## src/rtl/sigmoid_pkg.sv

```systemverilog
`default_nettype none
// ============================================================================
//  Package : sigmoid_pkg
//  Shared widths, the packer assembly-state enum and the transistor counts
//  of the cells used when reporting `number`.
//  Rev 1.0 : initial release
// ============================================================================
package sigmoid_pkg;

  localparam int LANE_W = 8;    // one sigmoid result byte
  localparam int WORD_W = 32;   // packed output word
  localparam int CNT_W  = 3;    // byte count 0..4 carried with each word
  localparam int NUM_W  = 51;   // width of `number`, shared with the sigmoid stage

  typedef logic [NUM_W-1:0] num_t;

  // Bytes currently held in the assembly register.
  typedef enum logic [1:0] {
    E0 = 2'd0,
    L1 = 2'd1,
    L2 = 2'd2,
    L3 = 2'd3
  } fill_e;

  // Transistor counts per cell. The flip-flop is the plain D cell; reset
  // reaches it through an AND gate in the D path.
  localparam int TC_DFF  = 20;
  localparam int TC_MUX2 = 12;
  localparam int TC_AND2 = 6;
  localparam int TC_OR2  = 6;

endpackage
`default_nettype wire

```

## src/rtl/packer_fifo.sv

```systemverilog
`default_nettype none
// ============================================================================
//  Module  : packer_fifo
//  DEPTH-entry FIFO of {count, word} entries with wrapping read/write
//  pointers and an occupancy counter that separates full from empty.
//  Ports   : clk, rst            - clock, synchronous active-high reset
//            push_i, word_i,
//            count_i             - entry to append
//            pop_i               - remove head (ignored when empty)
//            word_o, count_o     - head entry, zero when empty
//            valid_o             - FIFO non-empty
//            drop_o              - push refused because full and not popping
//            number              - transistor count of this block
//  Rev 1.0 : initial release
// ============================================================================
module packer_fifo
  import sigmoid_pkg::*;
#(
  parameter int DEPTH = 2
) (
  input  logic              clk,
  input  logic              rst,
  input  logic              push_i,
  input  logic [WORD_W-1:0] word_i,
  input  logic [CNT_W-1:0]  count_i,
  input  logic              pop_i,
  output logic [WORD_W-1:0] word_o,
  output logic [CNT_W-1:0]  count_o,
  output logic              valid_o,
  output logic              drop_o,
  output logic [NUM_W-1:0]  number
);

  localparam int PTR_W = (DEPTH > 1) ? $clog2(DEPTH) : 1;
  localparam int OCC_W = $clog2(DEPTH + 1);
  localparam int ENT_W = WORD_W + CNT_W;

  localparam num_t FIFO_NUM = num_t'(
      (DEPTH * ENT_W + 2 * PTR_W + OCC_W) * (TC_DFF + TC_AND2)  // state + reset gating
    + DEPTH * ENT_W * TC_MUX2                                  // write-enable hold mux
    + (DEPTH - 1) * ENT_W * TC_MUX2                            // head read mux
    + ENT_W * TC_AND2                                          // zero head when empty
    + (2 * PTR_W + 2 * OCC_W) * TC_MUX2                        // pointer/occupancy update
    + 4 * TC_AND2 + 2 * TC_OR2);                               // push/pop/drop control

  logic [ENT_W-1:0] mem_q [DEPTH];
  logic [PTR_W-1:0] wr_ptr_q, wr_ptr_d;
  logic [PTR_W-1:0] rd_ptr_q, rd_ptr_d;
  logic [OCC_W-1:0] occ_q, occ_d;
  logic             empty, full, do_push, do_pop;
  logic [ENT_W-1:0] head;

  function automatic logic [PTR_W-1:0] ptr_inc(input logic [PTR_W-1:0] p);
    return (p == PTR_W'(DEPTH - 1)) ? '0 : p + PTR_W'(1);
  endfunction

  assign empty   = (occ_q == '0);
  assign full    = (occ_q == OCC_W'(DEPTH));
  assign do_pop  = pop_i && !empty;
  // A pop in the same cycle frees the slot, so a full FIFO still accepts.
  assign do_push = push_i && (!full || do_pop);
  assign drop_o  = push_i && full && !do_pop;

  always_comb begin
    wr_ptr_d = do_push ? ptr_inc(wr_ptr_q) : wr_ptr_q;
    rd_ptr_d = do_pop  ? ptr_inc(rd_ptr_q) : rd_ptr_q;
    occ_d    = occ_q;
    if (do_push && !do_pop) begin
      occ_d = occ_q + OCC_W'(1);
    end else if (do_pop && !do_push) begin
      occ_d = occ_q - OCC_W'(1);
    end
  end

  always_ff @(posedge clk) begin
    if (rst) begin
      wr_ptr_q <= '0;
      rd_ptr_q <= '0;
      occ_q    <= '0;
    end else begin
      wr_ptr_q <= wr_ptr_d;
      rd_ptr_q <= rd_ptr_d;
      occ_q    <= occ_d;
    end
  end

  for (genvar i = 0; i < DEPTH; i++) begin : g_entry
    always_ff @(posedge clk) begin
      if (rst) begin
        mem_q[i] <= '0;
      end else if (do_push && (wr_ptr_q == PTR_W'(i))) begin
        mem_q[i] <= {count_i, word_i};
      end
    end
  end

  assign head    = empty ? '0 : mem_q[rd_ptr_q];
  assign word_o  = head[WORD_W-1:0];
  assign count_o = head[ENT_W-1:WORD_W];
  assign valid_o = !empty;
  assign number  = FIFO_NUM;

endmodule
`default_nettype wire

```

## src/rtl/sigmoid_packer.sv

```systemverilog
`default_nettype none
// ============================================================================
//  Module  : sigmoid_packer
//  Packs four consecutive sigmoid result bytes into a 32-bit word (first
//  byte in [7:0]) and queues words in a small FIFO. Input is never refused;
//  words lost to a full FIFO set a sticky overflow flag.
//  Ports   : clk, rst            - clock, synchronous active-high reset
//            i_valid, i_y        - result byte and its qualifier
//            i_flush             - commit the partially filled word
//            o_word, o_count,
//            o_valid, i_ready    - FIFO head and valid/ready handshake
//            o_overflow          - sticky word-drop flag
//            number              - transistor count of the block
//  Rev 1.0 : initial release
// ============================================================================
module sigmoid_packer
  import sigmoid_pkg::*;
#(
  parameter int LANES = 4,
  parameter int DEPTH = 2
) (
  input  logic              clk,
  input  logic              rst,
  input  logic              i_valid,
  input  logic [LANE_W-1:0] i_y,
  input  logic              i_flush,
  output logic [WORD_W-1:0] o_word,
  output logic [CNT_W-1:0]  o_count,
  output logic              o_valid,
  input  logic              i_ready,
  output logic              o_overflow,
  output logic [NUM_W-1:0]  number
);

  localparam num_t TOP_NUM = num_t'(
      (WORD_W + 2 + 1) * (TC_DFF + TC_AND2)   // assembly, fill, overflow + reset gating
    + LANES * LANE_W * TC_MUX2                // lane write muxes
    + WORD_W * TC_AND2                        // assembly clear on commit
    + 2 * TC_MUX2 + CNT_W * TC_MUX2           // fill next-state and count adder
    + 6 * TC_AND2 + 4 * TC_OR2);              // commit decode, pop, sticky flag

  fill_e             fill_q, fill_d;
  logic [WORD_W-1:0] asm_q, asm_d;
  logic              ovf_q;

  logic [WORD_W-1:0] lane_word;
  logic              commit;
  logic [CNT_W-1:0]  commit_count;
  logic [1:0]        fill_bits;
  logic              pop;
  logic              drop;
  logic [NUM_W-1:0]  fifo_number;

  assign fill_bits = fill_q;

  // Lane k takes the incoming byte when it is the next free lane.
  for (genvar k = 0; k < LANES; k++) begin : g_lane
    assign lane_word[k*LANE_W +: LANE_W] =
      (i_valid && (fill_bits == 2'(k))) ? i_y : asm_q[k*LANE_W +: LANE_W];
  end

  // State register
  always_ff @(posedge clk) begin
    if (rst) begin
      fill_q <= E0;
      asm_q  <= '0;
      ovf_q  <= 1'b0;
    end else begin
      fill_q <= fill_d;
      asm_q  <= asm_d;
      ovf_q  <= ovf_q | drop;
    end
  end

  // Next-state logic
  always_comb begin
    fill_d = fill_q;
    if (commit) begin
      fill_d = E0;
    end else if (i_valid) begin
      fill_d = fill_e'(fill_bits + 2'd1);
    end
  end

  // Output / datapath control. Lanes above the fill point are already zero
  // because the assembly register is cleared on every commit.
  always_comb begin
    commit       = (i_valid && (fill_q == L3)) ||
                   (i_flush && ((fill_q != E0) || i_valid));
    commit_count = {1'b0, fill_bits} + {2'b00, i_valid};
    asm_d        = commit ? '0 : lane_word;
  end

  assign pop = o_valid && i_ready;

  packer_fifo #(
    .DEPTH(DEPTH)
  ) u_fifo (
    .clk     (clk),
    .rst     (rst),
    .push_i  (commit),
    .word_i  (lane_word),
    .count_i (commit_count),
    .pop_i   (pop),
    .word_o  (o_word),
    .count_o (o_count),
    .valid_o (o_valid),
    .drop_o  (drop),
    .number  (fifo_number)
  );

  assign o_overflow = ovf_q;
  assign number     = fifo_number + TOP_NUM;

endmodule
`default_nettype wire
```

## config.mk

```make
export PLATFORM = sky130hd
export DESIGN_NAME = sigmoid_packer
export DESIGN_NICKNAME = d
export VERILOG_FILES = /design/src/rtl/sigmoid_pkg.sv /design/src/rtl/packer_fifo.sv /design/src/rtl/sigmoid_packer.sv
export SDC_FILE = /design/constraint.sdc
export NUM_CORES = 1
export LEC_CHECK = 0
export CAP_MARGIN = 20
export CORE_MARGIN = 8
export CORE_UTILIZATION = 51
export DETAILED_ROUTE_END_ITERATION = 12
export HOLD_SLACK_MARGIN = 0.1
export PLACE_DENSITY_LB_ADDON = 0.08
export SETUP_SLACK_MARGIN = 0.2
export SLEW_MARGIN = 20
export SYNTH_ARGS = -nofsm -noshare
export SYNTH_HDL_FRONTEND = slang
export SYNTH_SLANG_ARGS = --single-unit
export TNS_END_PERCENT = 100
```

## constraint.sdc

```tcl
create_clock -name clk -period 2.65 [get_ports clk]
set_input_delay 0.53 -clock clk [delete_from_list [all_inputs] [get_ports clk]]
set_output_delay 0.53 -clock clk [all_outputs]
set_load 0.02 [all_outputs]
```

Word-level counts from Yosys, hierarchy flattened
Memories as Yosys holds them, arrays and structs flattened. A register that Yosys moved wholly into a read port is not among the register bits.
Index checks and enable logic that the tools add are counted.

word-level totals
  RAM bits = 70
  word-level logic and storage cells = 68
  register bits after elaboration = 39
  memories kept = 1

memory list
  memory        words  bits a word  rd ports  clocked after memory_dff  write ports  RTL line           source
  u_fifo.mem_q  2      35           1         1                         2            packer_fifo.sv:46  logic [ENT_W-1:0] mem_q [DEPTH];

operators by class
  multiplexer cells = 21
  add/sub/neg operators = 6
  bitwise gates (word level) = 4
  reduce and logical (&&, ||, !) cells = 26
  equal/unequal tests = 4

operators with widths
  operator                                                             number
  35-bit two-way mux                                                   3
  8-bit two-way mux                                                    4
  1-bit logical AND                                                    14
  1-bit two-way mux                                                    12
  2-bit == test (second input constant)                                3
  2-bit by 1-bit adder with 2-bit output (second input constant)       2
  1-bit zero test                                                      4
  2-bit zero test                                                      2
  2-bit two-way mux                                                    2
  2-bit nonzero test                                                   2
  2-bit by 1-bit adder with 3-bit output                               1
  1-bit logical OR                                                     3
  1-bit bitwise OR                                                     3
  1-bit adder (second input constant)                                  2
  2-bit by 1-bit == test with 1-bit output (second input constant)     1
  2-bit OR reduction                                                   1
  2-bit by 1-bit subtractor with 2-bit output (second input constant)  1
  1-bit inverter                                                       1

Logic depth before layout (Yosys ltp)
Gate-level depths: netlist of the first run.

  word-level depth = 11
  gate-level depth with buffers = 8
  gate-level depth less buffers = 8

Cells and area by module
Synthesis of the first run repeated with hierarchy kept, for this count alone.

unflattened totals
  cell total of the unflattened synthesis = 588
  area, all modules = 6,312.3 um2

by module, submodules not included
  module          seq. area each (um2)  cells an instance  area an instance (um2)  times used
  packer_fifo     2,202.1               305                3,772.4                 1
  sigmoid_packer  700.7                 283                2,539.9                 1

Least setup slack after synthesis of the first run
OpenSTA, ideal clock, no wires.

  path type = reg2reg
  start point = register fill_q[0], in the netlist fill_bits[0]
  end point = memory u_fifo.mem_q[0][0] in the netlist's numbering, enable pin
  required time = 2,259 ps
  setup slack = 369 ps
  clock period less this slack = 2,281 ps
  arrival time = 1,890 ps
  path buffers = 0
  stages on the path, launching flop included = 6
  cell sequence = dfxtp_1 inv_1 ha_1 nand2b_1 a21oi_1 a21o_1

RTL lines
  what                    RTL line              source
  start, declared         sigmoid_packer.sv:42  fill_e fill_q, fill_d;
  start signal, assigned  sigmoid_packer.sv:69  fill_q <= fill_d;
  end, declared           packer_fifo.sv:46

==> metrics.txt, run 1 <==
status=completed; Setup-failing EPs final=0; DP HPWL=6183 um; actual slew at the worst max-slew pin=562.0 ps; Unique masters post-synth=28; Relative slew margins=between 60 and 70%; Power per Cell Area=788.4 mW/mm2; vias per inst=between 4 and 5; Syn. warnings=0; RSZ-0062 raised after global routing=no; final slew viol count=0; via count=2987; layout cells sized above 1=~9%; Synth top area share=42.16%; Final Hold Violating Endpoints=0; antenna cells=0; leak pwr=~2.7 nW; Global Route Usage Sum=15.25%; root buf cell=clkbuf_8; Crit Path Max Fanout=18; vias in the first global route=roughly 2900; first-pass detailed-route iteration total=4; critical path, cell by cell=buf_12, mux2i_1, nor2_1, clkdlybuf4s50_1; H-tree depth=3; TritonCTS clock tree=done; Placer Congestion=between 0.7 and 0.8; initial core utilization=roughly half; Area Growth Syn to Fin=15.26%; Wirelength per Cell=between 15 and 20 um; average size of a mapped cell=between 10 and 15 um2; CP peak stage delay=about 550 ps; Die W=between 100 and 150 um; cell family with most CP delay=buffers and inverters; CP Buf/Inv Count=2; clock sinks=110; GRT Residual Overflow=0; Crit Path Category=flop to output port; post-synthesis register bit count=110; crit path time final=between 2000 and 2500 ps; Crit-path slowest cell=clkdlybuf4s50_1; largest net degree at the start of global routing=37; Layout Nets=508; crit path DAT=roughly 1800 ps; Post-Route WL=roughly 10000 um; Design Power=4.531 mW; Max-Cap Viols=0; worst-case clock buffer depth=2; Max VDD drop=0.4348 mV; Seq/Total Area, Yosys=58.22%; setup bufs post-CTS=0; Post-Synthesis Cells=approximately 440; Fin Clk Skew=between 10 and 15 ps; antenna violations before repair=0; CTS Buf Count=9; most frequent cells in the layout=132 x nor2_1, 70 x edfxtp_1, 68 x mux2i_1, 51 x conb_1, 38 x dfxtp_1; Synth area leader=edfxtp_1; die area=about 0.013 mm2; Final ANT Viol Nets=0; Hold Buf Count CTS=0; Critical Path End Type=output port; Mapped Area=0.004986 mm2; FP Rows=36; Fin Setup TNS=0 ps; Tcrit/Tclk final=between 80% and 90%; IO buf count=roughly 50; die height=114.9 um; DRC Markers=0; # IOs=slightly above 100; first-pass GRT wire length=15410 um; clock latency on the worst-skew pair=approximately 370 ps; Worst-path clk slew=110 ps; commonest non-fill, non-tap cell in the layout=nor2_1; number of DRC markers in iteration 0=approximately 160; worst hold path class=flop to flop; Area contributors post-synth=edfxtp_1 42%, dfxtp_1 16%, mux2i_1 14%; Setup crit start kind=flop; fill count=~850; maximum clock frequency=around 430 MHz; worst path required time=2120 ps; Core ar.=0.009639 mm2
==> timing repair <==
| item | 4_1_cts | 5_1_grt |
|---|---|---|
| pin swaps | 0 | 0 |
| cloned | 1 | 0 |
| resized for setup | 8 | 23 |
| endpoints found under the setup margin | 10 | 28 |
==> per-layer routing <==
layer	routed length, um	track usage (%)	share of wire, %
met4	104	4.729	1.0
met1	4464	19.16	45
met5	0	0	0
met3	694	3.151	7.0
met2	4645	25.76	47
==> sequential cells by signal, summed over array words and instances, names as in the netlist, named ones only <==
signal / flops
asm_q: 32
u_fifo.rd_ptr_q: 1
u_fifo.mem_q: 70
u_fifo.occ_q: 2
fill_bits: 2
u_fifo.wr_ptr_q: 1
o_overflow: 1
==> metrics by stage <==
stage	utilization [%]	setup WS, ps	cells	hold WS [ps]	instance area [um2]
6_report	59.62	303.8	626	456.3	5747
5_1_grt	59.62	211.5	626	490.0	5747
4_1_cts	59.02	159.6	626	455.3	5689
3_5_place_dp	56.72	274.8	609	438.6	5468
3_3_place_gp	56.72	327.2	609	431.9	5468
2_1_floorplan	-	369.0	486	472.5	5170
==> cells by family (layout without fill, tap and decap cells) <==
kind of cell               after synthesis  after routing  synth area share, %
muxes                                   68             68                13.65
and+or+nand+nor                        153            153                12.95
adders and majority gates                7              7                1.757
DFF                                    110            110                58.22
xor gates and xnor gates                 4              4               0.7028
other                                    2             51               0.1506
buffers and inverters                   80             87                10.84
AOI/OAI and AO/OA                       13             13                1.731
==> cell usage after synthesis (all sizes together) <==
master,instances
inv,8
o21a,1
a2111o,1
nand2b,2
buf,68
ha,7
a21oi,3
nor2b,1
mux2i,68
nor2,143
edfxtp,70
a211o,1
xor2,3
a21o,2
conb,2
dfxtp,40
o21ai,5
or3,2
nor3b,1
xnor2,1
nand2,4
clkbuf,4
==> report_power, final <==
part           leakage (nW)  total (mW)  internal [mW]  switching (mW)
logic                  1.50        1.50          0.602           0.897
clock network        0.0985        1.00          0.375           0.627
registers              1.06        2.03           1.97          0.0619
==> path summary, 6_finish.rpt <==
| path | from | end | slack [ps] | depth (start not counted) |
|---|---|---|---|---|
| min reg2reg | o_overflow$_SDFF_PP0_ | o_overflow$_SDFF_PP0_ | 460 | 2 |
| min | o_overflow$_SDFF_PP0_ | o_overflow$_SDFF_PP0_ | 460 | 2 |
| max | flop | o_word[25] | 300 | 4 |
| max reg2reg | fill_bits[0]$_SDFFE_PP0P_ | u_fifo.occ_q[1]$_SDFFE_PP0P_ | 550 | 7 |
==> tightest hold or removal path, delay by kind of cell, from the launching register on <==
kind / cells / cell delay, ps
flops: 1 / 330
compound gates: 1 / 50
buf+inv: 1 / 50
==> area by class of cell <==
class,count,area [um2],area share [%]
clock inverter,7,75.07,1.306
inverter,8,30.03,0.5225
tap,133,166.4,2.896
timing repair buffer,63,716.9,12.48
sequential,110,2905,50.56
clock buffer,9,123.9,2.155
multi-input combinational,296,1729,30.09
(Power assumes the default switching activity.)
==> inputs of run 2 (changes only) <==
--- a/config.mk
+++ b/config.mk
@@ -9,7 +9,7 @@
 export CORE_MARGIN = 8
 export CORE_UTILIZATION = 51
 export DETAILED_ROUTE_END_ITERATION = 12
-export HOLD_SLACK_MARGIN = 0.1
+export GPL_ROUTABILITY_DRIVEN = 0
 export PLACE_DENSITY_LB_ADDON = 0.08
 export SETUP_SLACK_MARGIN = 0.2
 export SLEW_MARGIN = 20
==> results of run 2 <==
Final layout, timing and power as in run 1 (identical DEF).
